--- src/rtl/mem_pkg.sv ---
// Shared encodings for the MEM-stage data-memory access path.
package mem_pkg;

   typedef enum logic [1:0] {
      MEM_BYTE = 2'b00,
      MEM_HALF = 2'b01,
      MEM_WORD = 2'b10
   } mem_size_e;

   typedef enum logic [1:0] {
      ST_IDLE = 2'b00,
      ST_BUSY = 2'b01,
      ST_DONE = 2'b10
   } mem_state_e;

endpackage

--- src/rtl/mem_lane_align.sv ---
// Little-endian byte-lane logic: byte enables, store-data replication and
// load shift/extend. Size 2'b11 behaves as a word.
module mem_lane_align (
   input  logic [1:0]  addr_lo_i,
   input  logic [1:0]  size_i,
   input  logic        signed_i,
   input  logic [31:0] wdata_i,
   input  logic [31:0] rdata_i,
   output logic [3:0]  be_o,
   output logic [31:0] wdata_o,
   output logic [31:0] rdata_o
);
   import mem_pkg::*;

   logic [1:0]  off;
   logic [31:0] shifted;

   always_comb begin
      off     = 2'b00;
      be_o    = 4'b1111;
      wdata_o = wdata_i;
      case (size_i)
         MEM_BYTE: begin
            off     = addr_lo_i;
            be_o    = 4'b0001 << addr_lo_i;
            wdata_o = {4{wdata_i[7:0]}};
         end
         MEM_HALF: begin
            // addr[0] is ignored: halves are aligned down to their lane pair
            off     = {addr_lo_i[1], 1'b0};
            be_o    = 4'b0011 << off;
            wdata_o = {2{wdata_i[15:0]}};
         end
         default: ;
      endcase

      shifted = rdata_i >> {off, 3'b000};
      case (size_i)
         MEM_BYTE: rdata_o = {{24{signed_i & shifted[7]}}, shifted[7:0]};
         MEM_HALF: rdata_o = {{16{signed_i & shifted[15]}}, shifted[15:0]};
         default:  rdata_o = shifted;
      endcase
   end

endmodule

--- src/rtl/mem_access_stage.sv ---
// MEM-stage data-memory access controller: req/ack bus FSM with stall and
// registered load result. Define MEM_ALIGN_CHECK_EN to trap misaligned accesses.
module mem_access_stage #(
   parameter int unsigned TIMEOUT_CYCLES = 16,
   parameter logic [31:0] ERR_RDATA      = 32'h0000_0000
) (
   input  logic        clk,
   input  logic        pc_rst,
   input  logic [31:0] m_aluResult,
   input  logic [31:0] m_writeData,
   input  logic        m_memRead,
   input  logic        m_memWrite,
   input  logic [1:0]  m_size,
   input  logic        m_signed,
   output logic [31:0] dmem_readData,
   output logic        mem_stall,
   output logic        mem_err,
   output logic        mem_misaligned,
   output logic        bus_req,
   output logic        bus_we,
   output logic [31:0] bus_addr,
   output logic [3:0]  bus_be,
   output logic [31:0] bus_wdata,
   input  logic        bus_ack,
   input  logic [31:0] bus_rdata
);
   import mem_pkg::*;

   localparam logic [7:0] CNT_LAST = 8'(TIMEOUT_CYCLES - 1);

   mem_state_e  state_q;
   logic [7:0]  cnt_q;
   logic [1:0]  off_q, size_q;
   logic        sgn_q;
   logic        req_q, we_q, err_q;
   logic [31:0] addr_q, wdata_q, rd_q;
   logic [3:0]  be_q;

   logic        acc, is_store;
   logic [1:0]  la_addr, la_size;
   logic        la_sgn;
   logic [3:0]  la_be;
   logic [31:0] la_wdata, la_rdata;

   assign acc      = m_memRead | m_memWrite;
   assign is_store = m_memWrite & ~m_memRead;

   // Lane logic sees live EX/MEM fields in IDLE and the latched ones afterwards
   always_comb begin
      la_addr = off_q;
      la_size = size_q;
      la_sgn  = sgn_q;
      if (state_q == ST_IDLE) begin
         la_addr = m_aluResult[1:0];
         la_size = m_size;
         la_sgn  = m_signed;
      end
   end

   mem_lane_align u_lane (
      .addr_lo_i (la_addr),
      .size_i    (la_size),
      .signed_i  (la_sgn),
      .wdata_i   (m_writeData),
      .rdata_i   (bus_rdata),
      .be_o      (la_be),
      .wdata_o   (la_wdata),
      .rdata_o   (la_rdata)
   );

`ifdef MEM_ALIGN_CHECK_EN
   logic misaligned, mis_q;
   always_comb begin
      case (m_size)
         MEM_BYTE: misaligned = 1'b0;
         MEM_HALF: misaligned = m_aluResult[0];
         default:  misaligned = |m_aluResult[1:0];
      endcase
   end
   assign mem_misaligned = mis_q;
`else
   assign mem_misaligned = 1'b0;
`endif

   always_comb begin
      case (state_q)
         ST_IDLE: mem_stall = acc;
         ST_BUSY: mem_stall = 1'b1;
         default: mem_stall = 1'b0;
      endcase
   end

   always_ff @(posedge clk) begin
      if (pc_rst) begin
         state_q <= ST_IDLE;
         cnt_q   <= '0;
         off_q   <= '0;
         size_q  <= '0;
         sgn_q   <= 1'b0;
         req_q   <= 1'b0;
         we_q    <= 1'b0;
         err_q   <= 1'b0;
         addr_q  <= '0;
         wdata_q <= '0;
         be_q    <= '0;
         rd_q    <= '0;
`ifdef MEM_ALIGN_CHECK_EN
         mis_q   <= 1'b0;
`endif
      end else begin
         err_q <= 1'b0;
`ifdef MEM_ALIGN_CHECK_EN
         mis_q <= 1'b0;
`endif
         case (state_q)
            ST_IDLE: begin
               if (acc) begin
                  off_q  <= m_aluResult[1:0];
                  size_q <= m_size;
                  sgn_q  <= m_signed;
`ifdef MEM_ALIGN_CHECK_EN
                  if (misaligned) begin
                     state_q <= ST_DONE;
                     mis_q   <= 1'b1;
                     if (!is_store) rd_q <= ERR_RDATA;
                  end else
`endif
                  begin
                     req_q   <= 1'b1;
                     we_q    <= is_store;
                     addr_q  <= {m_aluResult[31:2], 2'b00};
                     be_q    <= la_be;
                     wdata_q <= la_wdata;
                     cnt_q   <= '0;
                     state_q <= ST_BUSY;
                  end
               end
            end
            ST_BUSY: begin
               cnt_q <= cnt_q + 8'd1;
               // ack takes priority over a timeout in the same cycle
               if (bus_ack) begin
                  req_q   <= 1'b0;
                  if (!we_q) rd_q <= la_rdata;
                  state_q <= ST_DONE;
               end else if (cnt_q == CNT_LAST) begin
                  req_q   <= 1'b0;
                  err_q   <= 1'b1;
                  if (!we_q) rd_q <= ERR_RDATA;
                  state_q <= ST_DONE;
               end
            end
            default: state_q <= ST_IDLE;
         endcase
      end
   end

   assign dmem_readData = rd_q;
   assign mem_err       = err_q;
   assign bus_req       = req_q;
   assign bus_we        = we_q;
   assign bus_addr      = addr_q;
   assign bus_be        = be_q;
   assign bus_wdata     = wdata_q;

endmodule

--- config.mk ---
export PLATFORM = sky130hd
export DESIGN_NAME = mem_access_stage
export DESIGN_NICKNAME = d
export VERILOG_FILES = /design/src/rtl/mem_pkg.sv /design/src/rtl/mem_lane_align.sv /design/src/rtl/mem_access_stage.sv
export SDC_FILE = /design/constraint.sdc
export NUM_CORES = 1
export LEC_CHECK = 0
export ABC_AREA = 0
export CORE_MARGIN = 4
export CORE_UTILIZATION = 33
export DETAILED_ROUTE_END_ITERATION = 8
export PLACE_DENSITY_LB_ADDON = 0.25
export SLEW_MARGIN = 20
export SYNTH_ARGS = -nofsm -noshare
export SYNTH_HDL_FRONTEND = slang
export SYNTH_HIERARCHICAL = 1
export SYNTH_SLANG_ARGS = --single-unit
--- constraint.sdc ---
create_clock -name clk -period 2.8 [get_ports clk]
set_input_delay 0.28 -clock clk [delete_from_list [all_inputs] [get_ports clk]]
set_output_delay 0.28 -clock clk [all_outputs]
set_load 0.05 [all_outputs]
# --- After elaboration in Yosys (flattened, before gate mapping) ---
# Cells that the tools add are included.
# Widths: inputs -> output; s select.
op_classes:
  shift: 3
  n_reduce_logical: 10
  n_addsub: 1
  bitwise_logic: 7
  eq_ne: 5
  muxes: 23
ops:
  columns: ["cell", "count"]
  rows:
  - ["$mux 32", 4]
  - ["$pmux 32 s2", 2]
  - ["$shr 32x5->32", 1]
  - ["$pmux 8 s2", 1]
  - ["$mux 2", 5]
  - ["$add 8x1->8 const B", 1]
  - ["$eq 8x4->1 const B", 1]
  - ["$mux 8", 1]
  - ["$pmux 2 s2", 2]
  - ["$pmux 4 s2", 1]
  - ["$reduce_and 2->1", 3]
  - ["$reduce_and 3->1", 2]
  - ["$mux 1", 5]
  - ["$eq 2x1->1 const B", 2]
  - ["$logic_not 2->1", 2]
  - ["$pmux 1 s2", 2]
  - ["$reduce_bool 2->1", 2]
  - ["$shl 1x2->4 const A", 1]
  - ["$shl 2x2->4 const A", 1]
  - ["$and 1x1->1", 3]
  - ["$ne 3x3->1 const B", 1]
  - ["$not 1->1", 3]
  - ["$reduce_or 3->1", 1]
  - ["$ne 2x2->1 const B", 1]
  - ["$or 1x1->1", 1]
word_totals:
  reg_bits: 116
  word_cells: 61
  out_inout_bits: 105
  input_bits: 104

# --- Longest topological paths before layout ---
depth:
  depth_word: 9
  mapped_depth: 11
  ltp_nobuf: 8

# --- Modules after synthesis ---
# The synthesis kept the hierarchy.
by_module_without_submodules:
  columns: ["mod", "n_inst", "seq_area_each_um2", "cells_each", "area_each_um2"]
  rows:
  - ["mem_access_stage", 1, 2322.2, 533, 4443.0]
  - ["mem_lane_align", 1, 0.0, 142, 1242.4]

# --- Worst setup path before layout ---
# OpenSTA, ideal clock, no wires.
synth_timing:
  kind: "flip-flop to flip-flop"
  from: "register state_q[1]"
  to: "register rd_q[31], in the netlist dmem_readData[31]"
  arrival_ns: 2.173
  n_path_buf: 2
  required_ns: 2.730
  setup_time_ns: 0.070
  synth_period_minus_slack_ns: 2.243
  slack_ns: 0.557
  path_stages_with_launch: 11
  path_cell_list: "dfxtp_1 -> nor2_2 -> mux2_2 -> buf_6 -> and4bb_1 -> a21oi_1 -> o221a_4 -> buf_6 -> o221ai_2 -> nand2_1 -> a21oi_1"
synth_via:
  elab_chain_cells: 9
  elab_cells_between_ends: 15
synth_rtl:
  columns: ["element", "line_no", "source"]
  rows:
  - ["start: declaration", "mem_access_stage.sv:31", "mem_state_e state_q;"]
  - ["start signal: assignment", "mem_access_stage.sv:95", "state_q <= ST_IDLE;"]
  - ["start signal: assignment", "mem_access_stage.sv:135", "state_q <= ST_BUSY;"]
  - ["start signal: assignment", "mem_access_stage.sv:145", "state_q <= ST_DONE;"]
  - ["$logic_not 2->1 *", "mem_access_stage.sv:53", "if (state_q == ST_IDLE) begin"]
  - ["$mux 2 *", "mem_access_stage.sv:53", null]
  - ["named net la_size[0]", "mem_access_stage.sv:40", "logic [1:0] la_addr, la_size;"]
  - ["$eq 2x1->1 / $logic_not 2->1 (equally long branches)", "mem_lane_align.sv:22, mem_lane_align.sv:38", null]
  - ["$pmux 2 s2", "mem_lane_align.sv:22", "case (size_i)"]
  - ["$shr 32x5->32", "mem_lane_align.sv:37", "shifted = rdata_i >> {off, 3'b000};"]
  - ["$and 1x1->1, on equally long branches", "mem_lane_align.sv:40, mem_lane_align.sv:39", null]
  - ["$pmux 32 s2 *", "mem_lane_align.sv:38", "case (size_i)"]
  - ["named net la_rdata[31]", "mem_access_stage.sv:43", "logic [31:0] la_wdata, la_rdata;"]
  - ["$mux 32 *", "mem_access_stage.sv:144", "if (!we_q) rd_q <= la_rdata;"]
  - ["$mux 32 *", "mem_access_stage.sv:142", "if (bus_ack) begin"]
  - ["end signal: assignment", "mem_access_stage.sv:144", null]
  - ["end: declaration", "mem_access_stage.sv:36", "logic [31:0] addr_q, wdata_q, rd_q;"]
# Mark *: on every way through the listed nets, which the timed path passes. The rest lies on a longest branch. The select of a mux whose other input is x is not followed.
# A chain may end at the register's enable or synchronous reset.

# --- Worst setup path in the final report ---
layout_timing:
  from: "register state_q[1]"
  to: "register rd_q[18], in the netlist dmem_readData[18]"
# The elaborated chain is that of the path after synthesis.

==> key figures <==
Status
  • Status: completed

STA
  • Skew final: 0.00557 ns
  • Fin. Hold Viols: 0
  • Worst slew pin tran: 0.649 ns
  • Final setup vio count: 0
  • Final slew viol count: 0
  • Setup_tns: 0 ns
  • Final period utilization: 0.917
  • Min setup slack post-route: 0.231 ns
  • Max_slew headroom: 0.567
  • Fmax: 0.389 GHz
  • RSZ-0062 raised after global routing: false
  • Period minus WS final: 2.57 ns

Logic synthesis
  • Number of synthesized flops with an enable pin: 0
  • Post-Syn Area: 5690 sq um
  • Seq/Total Area, Yosys: 0.408
  • Most used DFF post-synth: dfxtp_1
  • Yosys top cell by area: dfxtp_1
  • Async set-reset flop share out of synthesis: 0
  • Adder-cell share of the synthesized area: 0.00220
  • XOR/XNOR share of the synthesized area: 0
  • Mux share of post-synthesis cell area: 0.0995
  • Simple-gate area share of the yosys netlist: 0.183
  • Largest family of logic cells by synthesized area: compound AO/OA/AOI/OAI gates
  • Synth unique cells: 50
  • Number of synthesized register bits: 116
  • Syn Inst Count: 675
  • Synth Area in Compound Gates: 0.225
  • Largest cells by area after synthesis: dfxtp_1 (41%), nand2_1 (13%), a21oi_1 (9.3%), o31ai_1 (4.2%), mux2_2 (3.2%)
  • Synth Area per Inst: 8.42 sq um
  • Share of the synthesized area in the top cell type: 0.408
  • Yosys warns: 6

Layout
  • P&R area growth vs syn: 46.8%
  • Share of cells above drive strength 1: 0.133
  • Layout Nets: 951
  • Util after Layout: 0.498
  • Layout fillers: 1630
  • Ant diodes: 0

Hold path
  • Hold path depth: 2
  • Hold WC Path Type: primary input to flip-flop

Critical path
  • R2R setup slack: 0.23 ns
  • Crit path DAT: 2.83 ns
  • CP top delay family: compound AO/OA/AOI/OAI gates
  • Critical path class: flip-flop to flip-flop
  • Critical path depth: 8
  • CP cell instances: nor2_2, mux2_2, nand2b_1, a21oi_1, o221a_4, o221ai_1, nand2_1, a21oi_1
  • Setup crit end kind: flip-flop
  • Largest fanout on the critical path: 25
  • Data required time of the critical path: 3.06 ns
  • Max stage delay on crit path: 0.48 ns
  • Buf+Inv Stages, Crit Path: 0
  • Critical-path top delay cell: mux2_2
  • Reg2Reg Depth: 8
  • Most used cell, CP: a21oi_1
  • Worst Setup Start Kind: flip-flop

Route
  • Wirelength per Cell: 17.2 um
  • Routed WL: 18.5 mm
  • Number of nets with antenna violations after routing: 0
  • # DRC: 0
  • Via count: 5393
  • DR pass1 iterations: 4
  • Initial drt markers: 449
  • Vias per cell: 5.01

Global routing
  • Grt ovf: 0
  • Initial antenna violation count: 0
  • Largest net degree at the start of global routing: 76
  • Vias in the first global route: 5178
  • Gr usage total: 0.185
  • First-pass GRT wire length: 28.8 mm

Floorplanning
  • # rows: 47
  • Die height: 139 um
  • IO Pins: 209
  • CORE AREA: 16800 sq um
  • Die Span X: 139 um
  • Die ar.: 19400 sq um
  • Initial core utilization: 0.339

Clocking
  • Clock buffer count from CTS: 17
  • CTS tree: done
  • Clock Path Buffers: 2
  • Hold-fix buffers at CTS: 0
  • Clock Root Buffer: clkbuf_16
  • Worst skew pair latency: 0.41 ns
  • Post_cts resized: 0
  • Worst-path clk slew: 0.05 ns
  • # clock sinks: 116
  • Setup bufs post-CTS: 0
  • H-tree depth: 4

Placement
  • RD Place Congestion: 0.807
  • Port bufs: 205
  • Post-DP HPWL: 12.8 mm
  • DP Worst Slack: 0.230 ns

Power and ir drop
  • Psw: 1820 uW
  • Sequential share of power: 0.328
  • Internal: 3830 uW
  • Clock share of power: 0.384
  • PwrDens: 676 nW/um^2
  • VDD IR max: 0.417 mV
  • P_leak: 0.00302 uW
  • Switching fraction of total power: 0.322
  • Comb power frac: 0.289

Job
  • Max capacitance violation total: 0
## sequential cells by signal, summed over array words and instances (netlist names)
name / cells
bus_addr: 30
state_q: 2
sgn_q: 1
bus_wdata: 32
mem_err: 1
bus_be: 4
off_q: 2
bus_req: 1
dmem_readData: 32
cnt_q: 8
size_q: 2
bus_we: 1
## worst paths after layout
kind	from	to
worst min-delay path	pc_rst	bus_addr[18]$_SDFFE_PP0P_
worst max-delay path	state_q[1]$_SDFFE_PP0P_	dmem_readData[18]$_SDFFE_PP0P_
worst min register to register	bus_addr[18]$_SDFFE_PP0P_	bus_addr[18]$_SDFFE_PP0P_
worst max register to register	state_q[1]$_SDFFE_PP0P_	dmem_readData[18]$_SDFFE_PP0P_
## synthesized netlist by cell type, drive strengths merged (3+ instances only)
| cell type | instances |
|---|---|
| mux2i | 16 |
| o31ai | 32 |
| o21a | 3 |
| buf | 47 |
| mux2 | 22 |
| mux4 | 7 |
| nor2 | 13 |
| clkbuf | 26 |
| nand2 | 204 |
| nor3 | 5 |
| o21ai | 13 |
| a21oi | 117 |
| nand2b | 3 |
| o22ai | 8 |
| dfxtp | 116 |
| o221ai | 16 |
## final cells by class
cell class	instances	area [sq um]	share of cell area
clock buffer	25	515	0.0618
clock inverter	4	70.1	0.00839
inverter	2	7.51	0.000899
multi-input combinational	486	2930	0.350
sequential	116	2320	0.278
tap	220	275	0.0330
timing repair buffer	223	2230	0.267
## placed cells by master (no fill, tap or decap), drive strengths merged, types with 2 or more instances in the layout
cell           synthesis  final
o31ai                 32     32
nand2                204    204
o221ai                16     16
nor3                   5      5
conb                   1      3
mux2                  22     22
buf                   47     20
dfxtp                116    116
nor2                  13     13
clkdlybuf4s50          0    203
nor2b                  2      2
and4bb                 2      2
inv                    2      2
a21oi                117    117
o21a                   3      3
o21ai                 13     13
nand3                  2      2
a211oi                 2      2
clkbuf                26     25
nand2b                 3      3
clkinv                 0      2
nor3b                  2      2
nand4                  2      2
bufinv                 0      2
mux2i                 16     16
o22ai                  8      8
mux4                   7      7
## power groups by stage
| stage | Sequential, uW | Clock, uW | Combinational, uW |
|---|---|---|---|
| after floorplan | 2270 | 0 | 725 |
| after CTS | 1850 | 2220 | 1640 |
| after global placement | 1880 | 0 | 1640 |
| after detailed placement | 1880 | 0 | 1640 |
| final | 1850 | 2170 | 1630 |
| after global routing | 1860 | 2280 | 1750 |
## routing by layer
layer | GRT usage | wire length (um) | vias to the layer above
li1 | - | - | 2680
met1 | 0.224 | 7770 | 2501
met2 | 0.302 | 9030 | 189
met3 | 0.0707 | 1390 | 23
met4 | 0.0664 | 354 | 0
met5 | 0 | 0 | -
## worst register-to-register path, cell delays in order, from the launching register on
cell,delay (ns)
dfxtp_1,0.37
nor2_2,0.31
mux2_2,0.48
nand2b_1,0.24
a21oi_1,0.21
o221a_4,0.48
o221ai_1,0.20
nand2_1,0.08
a21oi_1,0.05
## cell families after synthesis
logic type | after synthesis
simple gates | 242
compound gates | 195
flops | 116
buf+inv | 75
mux | 45
fa+ha+maj | 1
other cells | 1
## stage by stage
| stage | cells | total power [uW] | instance area, sq um | hold WS [ns] |
|---|---|---|---|---|
| floorplan | 677 | 2990 | 5690 | 0.377 |
| global route | 1076 | 5890 | 8350 | 0.411 |
| finish | 1076 | 5640 | 8350 | 0.393 |
| global placement | 1047 | 3520 | 7760 | 0.441 |
| detailed placement | 1047 | 3520 | 7760 | 0.446 |
| CTS | 1076 | 5710 | 8350 | 0.374 |
Power figures use the tool's default switching activity.
